===== config.mk =====
export PLATFORM = sky130hd
export DESIGN_NAME = transmitter
export DESIGN_NICKNAME = d
export VERILOG_FILES = /design/src/rtl/transmitter_pkg.sv /design/src/rtl/transmitter_byte_fifo.sv /design/src/rtl/transmitter.sv
export SDC_FILE = /design/constraint.sdc
export NUM_CORES = 1
export LEC_CHECK = 0
export BUFFER_PORTS_ARGS = -buffer_cell sky130_fd_sc_hd__buf_4
export CAP_MARGIN = 20
export CORE_AREA = 2 2 358 183
export CTS_CLUSTER_SIZE = 30
export DETAILED_ROUTE_END_ITERATION = 8
export DIE_AREA = 0 0 360 185
export GPL_ROUTABILITY_DRIVEN = 0
export SLEW_MARGIN = 40
export SYNTH_ARGS = -nofsm -noshare
export SYNTH_HDL_FRONTEND = slang
export SYNTH_SLANG_ARGS = --single-unit
export TNS_END_PERCENT = 10

===== constraint.sdc =====
create_clock -name clk -period 3.8 [get_ports clk]
set_clock_uncertainty 0.15 [all_clocks]
set_input_delay 0.19 -clock clk [delete_from_list [all_inputs] [get_ports clk]]
set_output_delay 0.19 -clock clk [all_outputs]
set_load 0.01 [all_outputs]

===== src/rtl/transmitter_pkg.sv =====
// ---------------------------------------------------------------------------
// defines
//   Shared types and constants for the Ethernet transmit frame builder.
//   - address        : destination + source MAC, six bytes each, byte 5 is
//                      the first byte on the wire.
//   - state_t        : frame builder FSM states.
//   - MAC_ADDR_BYTES : bytes per MAC address.
//   - MIN_PAYLOAD    : minimum Ethernet payload, used by optional padding.
// ---------------------------------------------------------------------------
package defines;

    localparam int MAC_ADDR_BYTES = 6;
    localparam int MIN_PAYLOAD    = 46;

    typedef struct packed {
        logic [5:0][7:0] dst;
        logic [5:0][7:0] src;
    } address;

    typedef enum logic [2:0] {
        IDLE,
        DST,
        SRC,
        LEN,
        PAYLOAD
    } state_t;

endpackage


===== src/rtl/transmitter_byte_fifo.sv =====
// ---------------------------------------------------------------------------
// byte_fifo
//   Synchronous DEPTH x 8 FIFO with a registered full flag and a
//   combinational (show-ahead) head byte.
//   Ports:
//     clk, rst_n : clock, asynchronous active-low reset
//     push, din  : write request and data; ignored while full
//     pop        : read request; ignored while empty
//     dout       : current head byte (valid while !empty)
//     full       : registered, high once DEPTH bytes are stored
//     empty      : no bytes stored
// ---------------------------------------------------------------------------
module byte_fifo #(
    parameter int DEPTH = 64
) (
    input  logic       clk,
    input  logic       rst_n,
    input  logic       push,
    input  logic [7:0] din,
    input  logic       pop,
    output logic [7:0] dout,
    output logic       full,
    output logic       empty
);

    localparam int AW = $clog2(DEPTH);

    logic [7:0]    mem [DEPTH];
    logic [AW-1:0] wr_ptr;
    logic [AW-1:0] rd_ptr;
    logic [AW:0]   count;
    logic [AW:0]   count_next;
    logic          do_push;
    logic          do_pop;

    // A push while full is dropped even if a pop frees a slot this cycle.
    assign do_push = push && !full;
    assign do_pop  = pop && !empty;
    assign empty   = (count == '0);
    assign dout    = mem[rd_ptr];

    always_comb begin
        count_next = count;
        if (do_push && !do_pop) begin
            count_next = count + 1'b1;
        end else if (do_pop && !do_push) begin
            count_next = count - 1'b1;
        end
    end

    // NOTE: the storage array has no reset; only pointers and flags do, so
    // the array maps onto plain RAM and stale contents are never observable.
    always_ff @(posedge clk) begin
        if (do_push) begin
            mem[wr_ptr] <= din;
        end
    end

    // NOTE: sequential state uses non-blocking assignments so every register
    // samples pre-edge values regardless of statement order.
    always_ff @(posedge clk or negedge rst_n) begin
        if (!rst_n) begin
            wr_ptr <= '0;
            rd_ptr <= '0;
            count  <= '0;
            full   <= 1'b0;
        end else begin
            if (do_push) begin
                wr_ptr <= wr_ptr + 1'b1;
            end
            if (do_pop) begin
                rd_ptr <= rd_ptr + 1'b1;
            end
            count <= count_next;
            full  <= (count_next == (AW+1)'(DEPTH));
        end
    end

endmodule


===== src/rtl/transmitter.sv =====
// ---------------------------------------------------------------------------
// transmitter
//   Ethernet frame builder feeding a MAC AXI4-Stream TX port. Latches a
//   header (dst/src MAC + 16-bit length), buffers payload in a byte FIFO and
//   streams dst, src, length and payload as one byte frame with tlast.
//
//   Build option:
//     TRANSMITTER_PAD_EN - when defined, payloads shorter than 46 bytes are
//                          followed by zero bytes up to 46 payload bytes.
//
//   Ports:
//     clk, rst_n         : clock, asynchronous active-low reset
//     header_addr        : dst/src MAC addresses
//     number_of_bytes    : payload length, [1] is the MSB
//     rx_header_valid    : header load strobe, honoured only in IDLE
//     tx_data, tx_valid  : payload byte push into the FIFO
//     tx_axis_tready     : MAC ready
//     tx_axis_tdata/tvalid/tlast : AXI4-Stream byte output
//     btx_full           : payload FIFO full
// ---------------------------------------------------------------------------
module transmitter
    import defines::*;
#(
    parameter int FIFO_DEPTH = 64
) (
    input  logic            clk,
    input  logic            rst_n,
    input  address          header_addr,
    input  logic [1:0][7:0] number_of_bytes,
    input  logic            rx_header_valid,
    input  logic [7:0]      tx_data,
    input  logic            tx_valid,
    input  logic            tx_axis_tready,
    output logic [7:0]      tx_axis_tdata,
    output logic            tx_axis_tvalid,
    output logic            tx_axis_tlast,
    output logic            btx_full
);

    localparam logic [15:0] LAST_ADDR_IDX = 16'(MAC_ADDR_BYTES - 1);

    state_t          state_q;
    state_t          state_d;
    address          hdr_q;
    logic [1:0][7:0] len_q;
    logic [15:0]     remain_q;
    logic [15:0]     remain_d;
    logic [15:0]     cnt_q;
    logic [15:0]     cnt_d;
    logic            hdr_load;
    logic            fifo_pop;
    logic            fifo_empty;
    logic [7:0]      fifo_head;
    logic [2:0]      addr_idx;

`ifdef TRANSMITTER_PAD_EN
    logic            from_fifo;
    logic [16:0]     sent_after;
`endif

    byte_fifo #(
        .DEPTH (FIFO_DEPTH)
    ) u_fifo (
        .clk   (clk),
        .rst_n (rst_n),
        .push  (tx_valid),
        .din   (tx_data),
        .pop   (fifo_pop),
        .dout  (fifo_head),
        .full  (btx_full),
        .empty (fifo_empty)
    );

    // Address bytes go out MSB first: count 0 selects byte 5.
    assign addr_idx = 3'd5 - cnt_q[2:0];

    always_ff @(posedge clk or negedge rst_n) begin
        if (!rst_n) begin
            state_q  <= IDLE;
            hdr_q    <= '0;
            len_q    <= '0;
            remain_q <= '0;
            cnt_q    <= '0;
        end else begin
            state_q  <= state_d;
            remain_q <= remain_d;
            cnt_q    <= cnt_d;
            if (hdr_load) begin
                hdr_q <= header_addr;
                len_q <= number_of_bytes;
            end
        end
    end

    // Outputs depend only on registered state and the FIFO head, so tvalid
    // never depends on tready and everything holds while the MAC stalls.
    // NOTE: every signal gets a default before the case so no path can
    // leave one unassigned and infer a latch.
    always_comb begin
        state_d        = state_q;
        remain_d       = remain_q;
        cnt_d          = cnt_q;
        hdr_load       = 1'b0;
        fifo_pop       = 1'b0;
        tx_axis_tdata  = 8'h00;
        tx_axis_tvalid = 1'b0;
        tx_axis_tlast  = 1'b0;
`ifdef TRANSMITTER_PAD_EN
        from_fifo      = 1'b0;
        sent_after     = '0;
`endif

        unique case (state_q)
            IDLE: begin
                if (rx_header_valid) begin
                    hdr_load = 1'b1;
                    remain_d = number_of_bytes;
                    cnt_d    = '0;
                    state_d  = DST;
                end
            end

            DST: begin
                tx_axis_tvalid = 1'b1;
                tx_axis_tdata  = hdr_q.dst[addr_idx];
                if (tx_axis_tready) begin
                    if (cnt_q == LAST_ADDR_IDX) begin
                        cnt_d   = '0;
                        state_d = SRC;
                    end else begin
                        cnt_d = cnt_q + 16'd1;
                    end
                end
            end

            SRC: begin
                tx_axis_tvalid = 1'b1;
                tx_axis_tdata  = hdr_q.src[addr_idx];
                if (tx_axis_tready) begin
                    if (cnt_q == LAST_ADDR_IDX) begin
                        cnt_d   = '0;
                        state_d = LEN;
                    end else begin
                        cnt_d = cnt_q + 16'd1;
                    end
                end
            end

            LEN: begin
                tx_axis_tvalid = 1'b1;
                tx_axis_tdata  = cnt_q[0] ? len_q[0] : len_q[1];
`ifndef TRANSMITTER_PAD_EN
                // An empty payload ends the frame on the low length byte.
                tx_axis_tlast = cnt_q[0] && (len_q == '0);
`endif
                if (tx_axis_tready) begin
                    if (cnt_q[0]) begin
                        cnt_d   = '0;
                        state_d = tx_axis_tlast ? IDLE : PAYLOAD;
                    end else begin
                        cnt_d = cnt_q + 16'd1;
                    end
                end
            end

            PAYLOAD: begin
`ifdef TRANSMITTER_PAD_EN
                // Once the FIFO share is exhausted, zeros are synthesised
                // here rather than popped; cnt counts all payload bytes.
                from_fifo      = (remain_q != '0);
                tx_axis_tvalid = from_fifo ? !fifo_empty : 1'b1;
                tx_axis_tdata  = (from_fifo && !fifo_empty) ? fifo_head : 8'h00;
                sent_after     = {1'b0, cnt_q} + 17'd1;
                tx_axis_tlast  = (remain_q <= 16'd1) &&
                                 (sent_after >= 17'(MIN_PAYLOAD));
                if (tx_axis_tvalid && tx_axis_tready) begin
                    fifo_pop = from_fifo;
                    cnt_d    = cnt_q + 16'd1;
                    if (from_fifo) begin
                        remain_d = remain_q - 16'd1;
                    end
                    if (tx_axis_tlast) begin
                        state_d = IDLE;
                    end
                end
`else
                tx_axis_tvalid = !fifo_empty;
                tx_axis_tdata  = fifo_empty ? 8'h00 : fifo_head;
                tx_axis_tlast  = (remain_q == 16'd1);
                if (tx_axis_tvalid && tx_axis_tready) begin
                    fifo_pop = 1'b1;
                    remain_d = remain_q - 16'd1;
                    cnt_d    = cnt_q + 16'd1;
                    if (tx_axis_tlast) begin
                        state_d = IDLE;
                    end
                end
`endif
            end

            default: begin
                state_d = IDLE;
            end
        endcase
    end

endmodule


==> results of run 1 <==
power by group:
group          switching (W)  internal, W  total [W]
registers           0.000867      0.00899    0.00985
clock network        0.00272      0.00332    0.00604
logic                0.00519      0.00358    0.00876
total                0.00877       0.0159     0.0247
placed cells by master (no fill, tap or decap), drive strengths merged, types with 43 or more instances in the layout:
master       synthesis  routed
dlygate4sd3          0     130
buf                 32     226
nand2              414     414
o21ai               43      43
mux2i               69      69
mux4               122     122
edfxtp             512     512
a21oi               49      49
nor2                98      98
dfrtp              167     167
clkbuf              89      75
worst register-to-register path, cell delays in order, from the launching register on:
cell and delay [ns]:
dfrtp_1 0.46, inv_1 0.13, ha_1 0.25, nor2b_1 0.51, a211o_1 0.54, nand2_1 0.49
o21ai_0 0.32, a31o_2 0.14
cell type report:
type | instances | area (sq um) | area share
Clock inverter | 30 | 330 | 0.00972
Clock buffer | 75 | 1540 | 0.0452
Sequential cell | 679 | 19600 | 0.576
Inverter | 9 | 33.8 | 0.000994
Tap cell | 850 | 1060 | 0.0313
Timing Repair Buffer | 356 | 3130 | 0.0920
Multi-Input combinational cell | 1110 | 8320 | 0.245
sequential cells by signal, indices dropped and copies added, names as in the netlist:
register and cells:
cnt_q 16, hdr_q 96, len_q 16, remain_q 16
state_q 3, u_fifo.count 7, u_fifo.full 1, u_fifo.mem 512
u_fifo.rd_ptr 6, u_fifo.wr_ptr 6
repair_timing:
item,CTS,global route
hold endpoints to repair,307,0
resized for setup,0,5
hold buffers,131,0
setup endpoints to repair,0,6
buffers inserted,0,0
metal layers:
metal	global-route usage	vias to the layer above
met5	0.0247	-
met4	0.0402	4
met3	0.101	96
met2	0.293	929
met1	0.388	9390
li1	-	7829
metrics by stage:
step,setup WS [ns],hold slack (ns),power [W],utilization,area (sq um)
6_report,0.00871,-0.00652,0.0247,0.532,34000
5_1_grt,-0.0468,0.0215,0.0257,0.532,34000
2_1_floorplan,1.18,-0.256,0.0150,-,28300
3_5_place_dp,0.706,0.0593,0.0183,0.481,30700
3_3_place_gp,0.719,0.0432,0.0181,0.481,30700
4_1_cts,0.0315,0.000349,0.0245,0.531,33900
path summary, 6_finish.rpt:
check | slack [ns] | end
max | 0.009 | tx_axis_tdata[6]
max in group asynchronous | 3.13 | hdr_q[37]
min in group asynchronous | 0.06 | hdr_q[1]
min | -0.007 | u_fifo.mem[25][2]
max reg2reg | 0.76 | remain_q[0]
min reg2reg | 0.32 | hdr_q[31]
cells by family (layout without fill, tap and decap cells):
family / count (synthesis) / after routing / share of synthesized area
xor+xnor: 15 / 15 / 0.00464
compound gates: 224 / 224 / 0.0533
fa+ha+maj: 10 / 10 / 0.00442
mux: 211 / 211 / 0.129
simple gates: 650 / 650 / 0.0981
buf+inv: 130 / 470 / 0.0191
flops: 679 / 679 / 0.691
==> results.toml, run 1 <==
[routing]
via_count = 18200
wire_per_inst_um = 26.0
initialDrtViolationCount = 2569
top_layer = "met5"
dr.pass1.iters = 6
wl_met3_mm = 11.2
antenna_left = 0
drc = 0
viasPerCell = 5.87
wl_met2_mm = 30.8
wl_met1_mm = 37.6
totalWireLength_mm = 80.9

[timing]
period_minus_slack_ns = 3.79
fin_setup_tns_ns = 0
worst_pin_slew_ns = 0.842
grt_setup_unrepaired = "yes"
fin_crit_sh = 0.998
drv_slew = 0
relSlewSlack = 0.437
setup_viol = 0
hold_violations = 12
hold_ws_ns = -0.00652
fmax_mhz = 264

[worst_setup_path]
cp-end-kind = "output pin"
cp_slowest_cell = "dfrtp_4"
path_buf_inv = 3
critPathLaunchType = "flop"
r2r_cells = 7
cpMostUsedCell = "buf_4"
cp.depth = 9
cpPeakStageDelay_ns = 0.61
cp_data_arrival_time_ns = 3.45
crit_chain = "buf_4, mux4_2, a22o_1, a2111oi_0, buf_4, a21oi_1, nand2_1, o211ai_1, buf_4"
worstSetupPathType = "flop to output pin"
crit_family = "compound AO/OA/AOI/OAI gates"
rr_startpoint = "u_fifo.count[0]"
path_max_fanout = 18
crit_start = "u_fifo.rd_ptr[2]"
required_ns = 3.46

[floorplanning]
design.die.area_sq_um = 66600
start_util = 0.443
die_x_um = 360
core_sq_um = 63800
die_h_um = 185
rows = 66
io_pins = 136

[hold_path]
hold_depth = 1
hold_start = "tx_data[2]"
worst_hold_path_type = "input port to flop"

[logic_synthesis]
synth.cell_area_sq_um = 28300
synth-seq-cells = 679
synth_top_cell_by_area = "edfxtp_1"
ys_types = 61
synth_area_per_cell_sq_um = 14.7
synth-main-ff-cell = "edfxtp_1"
synth_common_cells = "edfxtp_1, nand2_1, dfrtp_1"
ys_warn_count = 0
async_reset_ff_frac = 0.246
synth_fp_nets = 2054
yosysSeqAreaShare = 0.691
synthCells = 1919
synth.most_common_cell = "edfxtp_1"
synth-edff-count = 512
ys_top_cells_by_area = "edfxtp_1, dfrtp_1, mux4_2"
synth_top_cell_area_share = 0.543

[layout]
drive_above_1_share = 0.222
fill_cells = 5160
instances_no_fill = 3109
nets = 2348
antenna_cells = 0
syn_to_final_growth_pct = 20.1

[placed_design]
placed_cells = 2873
io_buffers = 135
dpl.hpwl_mm = 54.7

[grt]
grt_max_degree = 65
grtUsageTotal = 0.240
antenna_found_initial = 0
grt_pass1_wl_mm = 117
grt-ovfl-total = 0
grt_pass1_vias = 17600

[power]
p_leak_nw = 12.4
power_density_nw_per_um2 = 726
irDropWorstVdd_mv = 0.420

[status]
outcome = "finished with violations"
violations = "hold timing"

[clocking]
clkLatencyLatePin_ns = 0.63
clock_sinks = 679
cts_tree = "done"
clock_path_buffers = 3
cts-root-buf = "clkbuf_16"
path_clk_slew_ns = 0.07
htree_num_levels = 2
cts_buffers = 57

[flow_run]
drv_cap = 0
(Power assumes the default switching activity.)
==> inputs of run 2 (changes only) <==
Settings changed: PLACE_DENSITY_LB_ADDON from default to 0.12, SETUP_SLACK_MARGIN from default to 0.2.
==> results.toml, run 2 (same netlist as run 1, synthesis figures left out) <==
[routing]
via_count = 18100
initialDrtViolationCount = 2159
viasPerCell = 5.79
totalWireLength_mm = 79.4
drc = 0
antenna_left = 0
dr.pass1.iters = 5
wire_per_inst_um = 25.4

[worst_setup_path]
r2r_cells = 5
cp-end-kind = "output pin"
path_max_fanout = 16
r2r_slack_ns = 0.65
required_ns = 3.46
worstSetupPathType = "flop to output pin"
rr_startpoint = "state_q[2]"
rr_endpoint = "remain_q[0]"
cp_data_arrival_time_ns = 3.22
critPathLaunchType = "flop"

[floorplanning]
io_pins = 136
die_x_um = 360
core_sq_um = 63800
rows = 66
design.die.area_sq_um = 66600
die_h_um = 185
start_util = 0.443

[layout]
top_register = "u_fifo.mem"
nets = 2361
instances_no_fill = 3126
final_cell_mix = "edfxtp_1, nand2_1, buf_4, dfrtp_1, dlygate4sd3_1"
reg_top3 = "u_fifo.mem: 512 flops, hdr_q: 96 flops"
multi_input_area_sq_um = 8370
mostFrequentLayoutCell = "edfxtp_1"
syn_to_final_growth_pct = 21.6
fill_cells = 5163
largest_reg_flops = 512
drive_above_1_share = 0.238
regArea_sq_um = 19600

[power]
irDropWorstVdd_mv = 0.445
comb_power_share = 0.361
internal_power_w = 0.0165
p_clk_frac = 0.250
p_seq_frac = 0.390
fin_total_pwr_w = 0.0254
swShare = 0.350
p_sw_w = 0.00888
p_leak_nw = 12.6
power_density_nw_per_um2 = 738

[grt]
grt-ovfl-total = 0
grt_pass1_wl_mm = 115
grt_pass1_vias = 17400
antenna_found_initial = 1
grtUsageTotal = 0.235
grt_max_degree = 74

[clocking]
clock_sinks = 679
path_clk_slew_ns = 0.07
cts_buffers = 60
clkLatencyLatePin_ns = 0.61
clock_path_buffers = 3
cts_tree = "done"
cts-root-buf = "clkbuf_16"
htree_num_levels = 2

[timing]
drv_slew = 0
relSlewSlack = 0.414
setup_viol = 0
hold_ws_ns = 0.0137
fin_setup_tns_ns = 0
hold_violations = 0
grt_setup_unrepaired = "yes"
period_minus_slack_ns = 3.56
fmax_mhz = 281
fin_crit_sh = 0.937
worst_pin_slew_ns = 0.875

[placed_design]
io_buffers = 135
dpl.hpwl_mm = 51.8
placed_cells = 2877

[status]
outcome = "finished clean"

[hold_path]
hold_depth = 1
worstHoldEndpoint = "u_fifo.mem[16][2]"
hold_start = "tx_data[2]"
worst_hold_path_type = "input port to flop"

[flow_run]
drv_cap = 0
==> run 2: layout make-up <==
| class | count | area share |
|---|---|---|
| flip-flops and latches | 679 | 0.569 |
| multi-input cells | 1110 | 0.243 |
| repair buffers | 366 | 0.0968 |
| clock buffers | 72 | 0.0473 |
| well taps | 850 | 0.0309 |
| clock inverters | 39 | 0.0116 |
| inverters | 9 | 0.000982 |
| diodes | 1 | 0.0000728 |
==> run 2: worst max-delay path: stages (launching register included) <==
cell and delay (ns):
dfrtp_4 0.57, buf_12 0.17, buf_4 0.15, clkbuf_16 0.21, mux2i_1 0.16, o22ai_1 0.15, a211oi_2 0.35, buf_4 0.18
o21ai_0 0.15, nand3_1 0.22, o211ai_1 0.12, buf_4 0.19
==> run 2: worst max path at each step <==
stage,startpoint,slack [ns],cells after the start,end
6_report,u_fifo.rd_ptr[0],0.24,11,tx_axis_tdata[1]
5_1_grt,u_fifo.rd_ptr[0],0.17,10,tx_axis_tdata[7]
4_1_cts,u_fifo.rd_ptr[0],0.19,9,tx_axis_tdata[2]
3_5_place_dp,u_fifo.rd_ptr[0],0.63,8,tx_axis_tdata[1]
3_3_place_gp,u_fifo.rd_ptr[0],0.62,8,tx_axis_tdata[6]
2_1_floorplan,cnt_q[1],1.18,10,cnt_q[14]
==> run 2: per-stage QoR <==
| step | utilization | worst slack, ns | instance area (sq um) |
|---|---|---|---|
| floorplan | - | 1.18 | 28300 |
| global placement | 0.481 | 0.619 | 30700 |
| detailed placement | 0.481 | 0.628 | 30700 |
| CTS | 0.535 | 0.187 | 34200 |
| global route | 0.539 | 0.174 | 34400 |
| finish | 0.539 | 0.241 | 34400 |
==> run 2: per-layer routing <==
| metal | global-route usage | share of wire | up-vias |
|---|---|---|---|
| met5 | 0 | 0.00016 | - |
| met4 | 0.0378 | 0.015 | 2 |
| met3 | 0.0721 | 0.11 | 100 |
| met2 | 0.293 | 0.39 | 790 |
| met1 | 0.394 | 0.49 | 9325 |
| li1 | - | - | 7889 |
==> run 2: timing repair <==
action | in CTS | in global routing
hold buffers | 123 | 0
setup buffers | 3 | 6
setup endpoints to repair | 8 | 8
hold endpoints to repair | 344 | 0
cloned | 3 | 2
resized for setup | 12 | 19
==> run 2: power by group through the flow <==
stage	registers (W)	clock network, W	logic (W)
final	0.00989	0.00633	0.00915
after global routing	0.0100	0.00676	0.00978
after CTS	0.00989	0.00647	0.00873
after detailed placement	0.0101	0	0.00827
after global placement	0.0100	0	0.00817
after floorplan	0.00952	0	0.00547
==> inputs of run 3 (changes only) <==
--- a/config.mk
+++ b/config.mk
@@ -14,4 +14,5 @@
 export GPL_ROUTABILITY_DRIVEN = 0
 export PLACE_DENSITY_LB_ADDON = 0.12
+export RECOVER_POWER = 100
 export SETUP_SLACK_MARGIN = 0.2
 export SLEW_MARGIN = 40
==> constraint.sdc (replaced) <==
create_clock -name clk -period 3.8 [get_ports clk]
set_clock_uncertainty 0.15 [all_clocks]
set_input_delay 0.76 -clock clk [delete_from_list [all_inputs] [get_ports clk]]
set_output_delay 0.76 -clock clk [all_outputs]
set_load 0.01 [all_outputs]
==> results.toml, run 3 (same netlist as run 1, synthesis figures left out) <==
[status]
outcome = "finished with violations"
violations = "capacitance limit, slew limit, setup timing"

[worst_setup_path]
r2r_cells = 6
cp-end-kind = "output pin"
cpPeakStageDelay_ns = 0.53
crit_chain = "buf_12, buf_16, buf_12, mux2i_1, o221ai_1, a21oi_1, a21oi_2, nand2_1, o211ai_1, buf_4"
cpMostUsedCell = "buf_12"
rr_startpoint = "state_q[2]"
critPathLaunchType = "flop"
worstSetupPathType = "flop to output pin"
cp_slowest_cell = "dfrtp_4"
r2r_slack_ns = -0.04
path_max_fanout = 12
required_ns = 2.89
rr_endpoint = "cnt_q[6]"
cp_data_arrival_time_ns = 3.14

[floorplanning]
rows = 66
die_x_um = 360
die_h_um = 185
design.die.area_sq_um = 66600
start_util = 0.443
io_pins = 136
core_sq_um = 63800

[routing]
drc = 0
initialDrtViolationCount = 2087
dr.pass1.iters = 5
via_count = 17900
viasPerCell = 5.84
wire_per_inst_um = 25.7
totalWireLength_mm = 78.8
antenna_left = 0

[clocking]
clock_sinks = 679
cts-root-buf = "clkbuf_16"
clkLatencyLatePin_ns = 0.64
path_clk_slew_ns = 0.07
clock_path_buffers = 3
cts_tree = "done"
htree_num_levels = 2
cts_buffers = 59

[layout]
syn_to_final_growth_pct = 17.8
antenna_cells = 0
mostFrequentLayoutCell = "edfxtp_1"
reg_top3 = "u_fifo.mem: 512 flops, hdr_q: 96 flops"
final_cell_mix = "edfxtp_1, nand2_1, buf_4, dfrtp_1, mux4_2"
nets = 2303
drive_above_1_share = 0.228
utilization = 0.522
instances_no_fill = 3069
top_register = "u_fifo.mem"
largest_reg_flops = 512

[grt]
grt_pass1_wl_mm = 115
grt_max_degree = 115
antenna_found_initial = 0
grt-ovfl-total = 0
grtUsageTotal = 0.236
grt_pass1_vias = 16900

[timing]
worst_pin_slew_ns = 3.16
drv_slew = 698
hold_ws_ns = 0.176
grt_setup_unrepaired = "yes"
setup_viol = 10
hold_violations = 0
relSlewSlack = -1.11
period_minus_slack_ns = 4.05
fin_crit_sh = 1.07
fin_ws_ns = -0.248
fmax_mhz = 247

[power]
internal_power_w = 0.0165
p_leak_nw = 12.2
p_sw_w = 0.00891
comb_power_share = 0.368
p_seq_frac = 0.389
swShare = 0.351
p_clk_frac = 0.243
power_density_nw_per_um2 = 762
irDropWorstVdd_mv = 0.420

[flow_run]
drv_cap = 10

[hold_path]
hold_start = "header_addr[85]"
worstHoldEndpoint = "hdr_q[85]"
hold_depth = 3
worst_hold_path_type = "input port to flop"

[placed_design]
dpl.hpwl_mm = 53.6
io_buffers = 135
placed_cells = 2931
[run 3: changes by cell type in the layout (fill, tap and decap cells not counted), sizes merged]
cell / before / now
clkinv: 24 / 23
buf: 240 / 221
bufbuf: 1 / 3
dlygate4sd3: 123 / 1
inv: 9 / 13
bufinv: 8 / 5
clkinvlp: 7 / 3
diode: 1 / 0
clkbuf: 74 / 161
[run 3: metrics by stage]
stage | setup TNS (ns) | total power, W | worst slack [ns] | cell area, sq um
global placement | 0 | 0.0184 | 0.0807 | 31200
CTS | -2.16 | 0.0253 | -0.294 | 33600
global route | -4.60 | 0.0266 | -0.344 | 33300
finish | -1.85 | 0.0254 | -0.248 | 33300
detailed placement | 0 | 0.0185 | 0.109 | 31200
floorplan | 0 | 0.0150 | 0.688 | 28300
[run 3: routing by layer]
layer | wire (um) | GRT usage | part of all wire | up-vias
met5 | 0 | 0 | 0 | -
met3 | 8760 | 0.0769 | 0.11 | 90
met4 | 1100 | 0.0382 | 0.014 | 0
li1 | - | - | - | 7754
met1 | 40200 | 0.409 | 0.51 | 9304
met2 | 28700 | 0.277 | 0.36 | 776
[run 3: worst max path at each step]
| stage | startpoint | slack [ns] | cells past startpoint | to |
|---|---|---|---|---|
| after floorplan | u_fifo.rd_ptr[0] | 0.69 | 10 | tx_axis_tdata[0] |
| after global placement | u_fifo.rd_ptr[2] | 0.08 | 8 | tx_axis_tdata[4] |
| final | u_fifo.rd_ptr[0] | -0.25 | 10 | tx_axis_tdata[3] |
| after CTS | u_fifo.rd_ptr[0] | -0.29 | 7 | tx_axis_tdata[3] |
| after global routing | u_fifo.rd_ptr[0] | -0.34 | 7 | tx_axis_tdata[3] |
| after detailed placement | u_fifo.rd_ptr[2] | 0.11 | 8 | tx_axis_tdata[4] |
[run 3: layout make-up]
class / instances / area (sq um)
multi-input combinational: 1110 / 8390
clock buffer: 77 / 1640
fill: 5305 / 30500
tap: 850 / 1060
inverter: 9 / 33.8
timing repair buffer: 309 / 2310
clock inverter: 35 / 320
sequential: 679 / 19600
[run 3: what timing repair did]
| action | in CTS | in global routing |
|---|---|---|
| hold buffers | 1 | 0 |
| pin swaps | 8 | 12 |
| resized for setup | 40 | 17 |
| endpoints found under the hold margin | 23 | 0 |
| endpoints found under the setup margin | 9 | 9 |
| setup buffers | 21 | 0 |
| gates cloned | 4 | 0 |
[run 3: power by group through the flow]
stage	logic, W	clock network [W]	registers (W)
global route	0.0100	0.00660	0.0100
finish	0.00934	0.00617	0.00988
global placement	0.00834	0	0.0100
floorplan	0.00547	0	0.00952
detailed placement	0.00847	0	0.0100
CTS	0.00919	0.00629	0.00984
[run 3: critical path, delay by kind of cell (launching register included)]
kind | cells | cell delay [ns]
muxes | 1 | 0.19
AOI/OAI and AO/OA | 4 | 0.96
buffers and inverters | 4 | 0.70
and+or+nand+nor | 1 | 0.09
DFF | 1 | 0.53
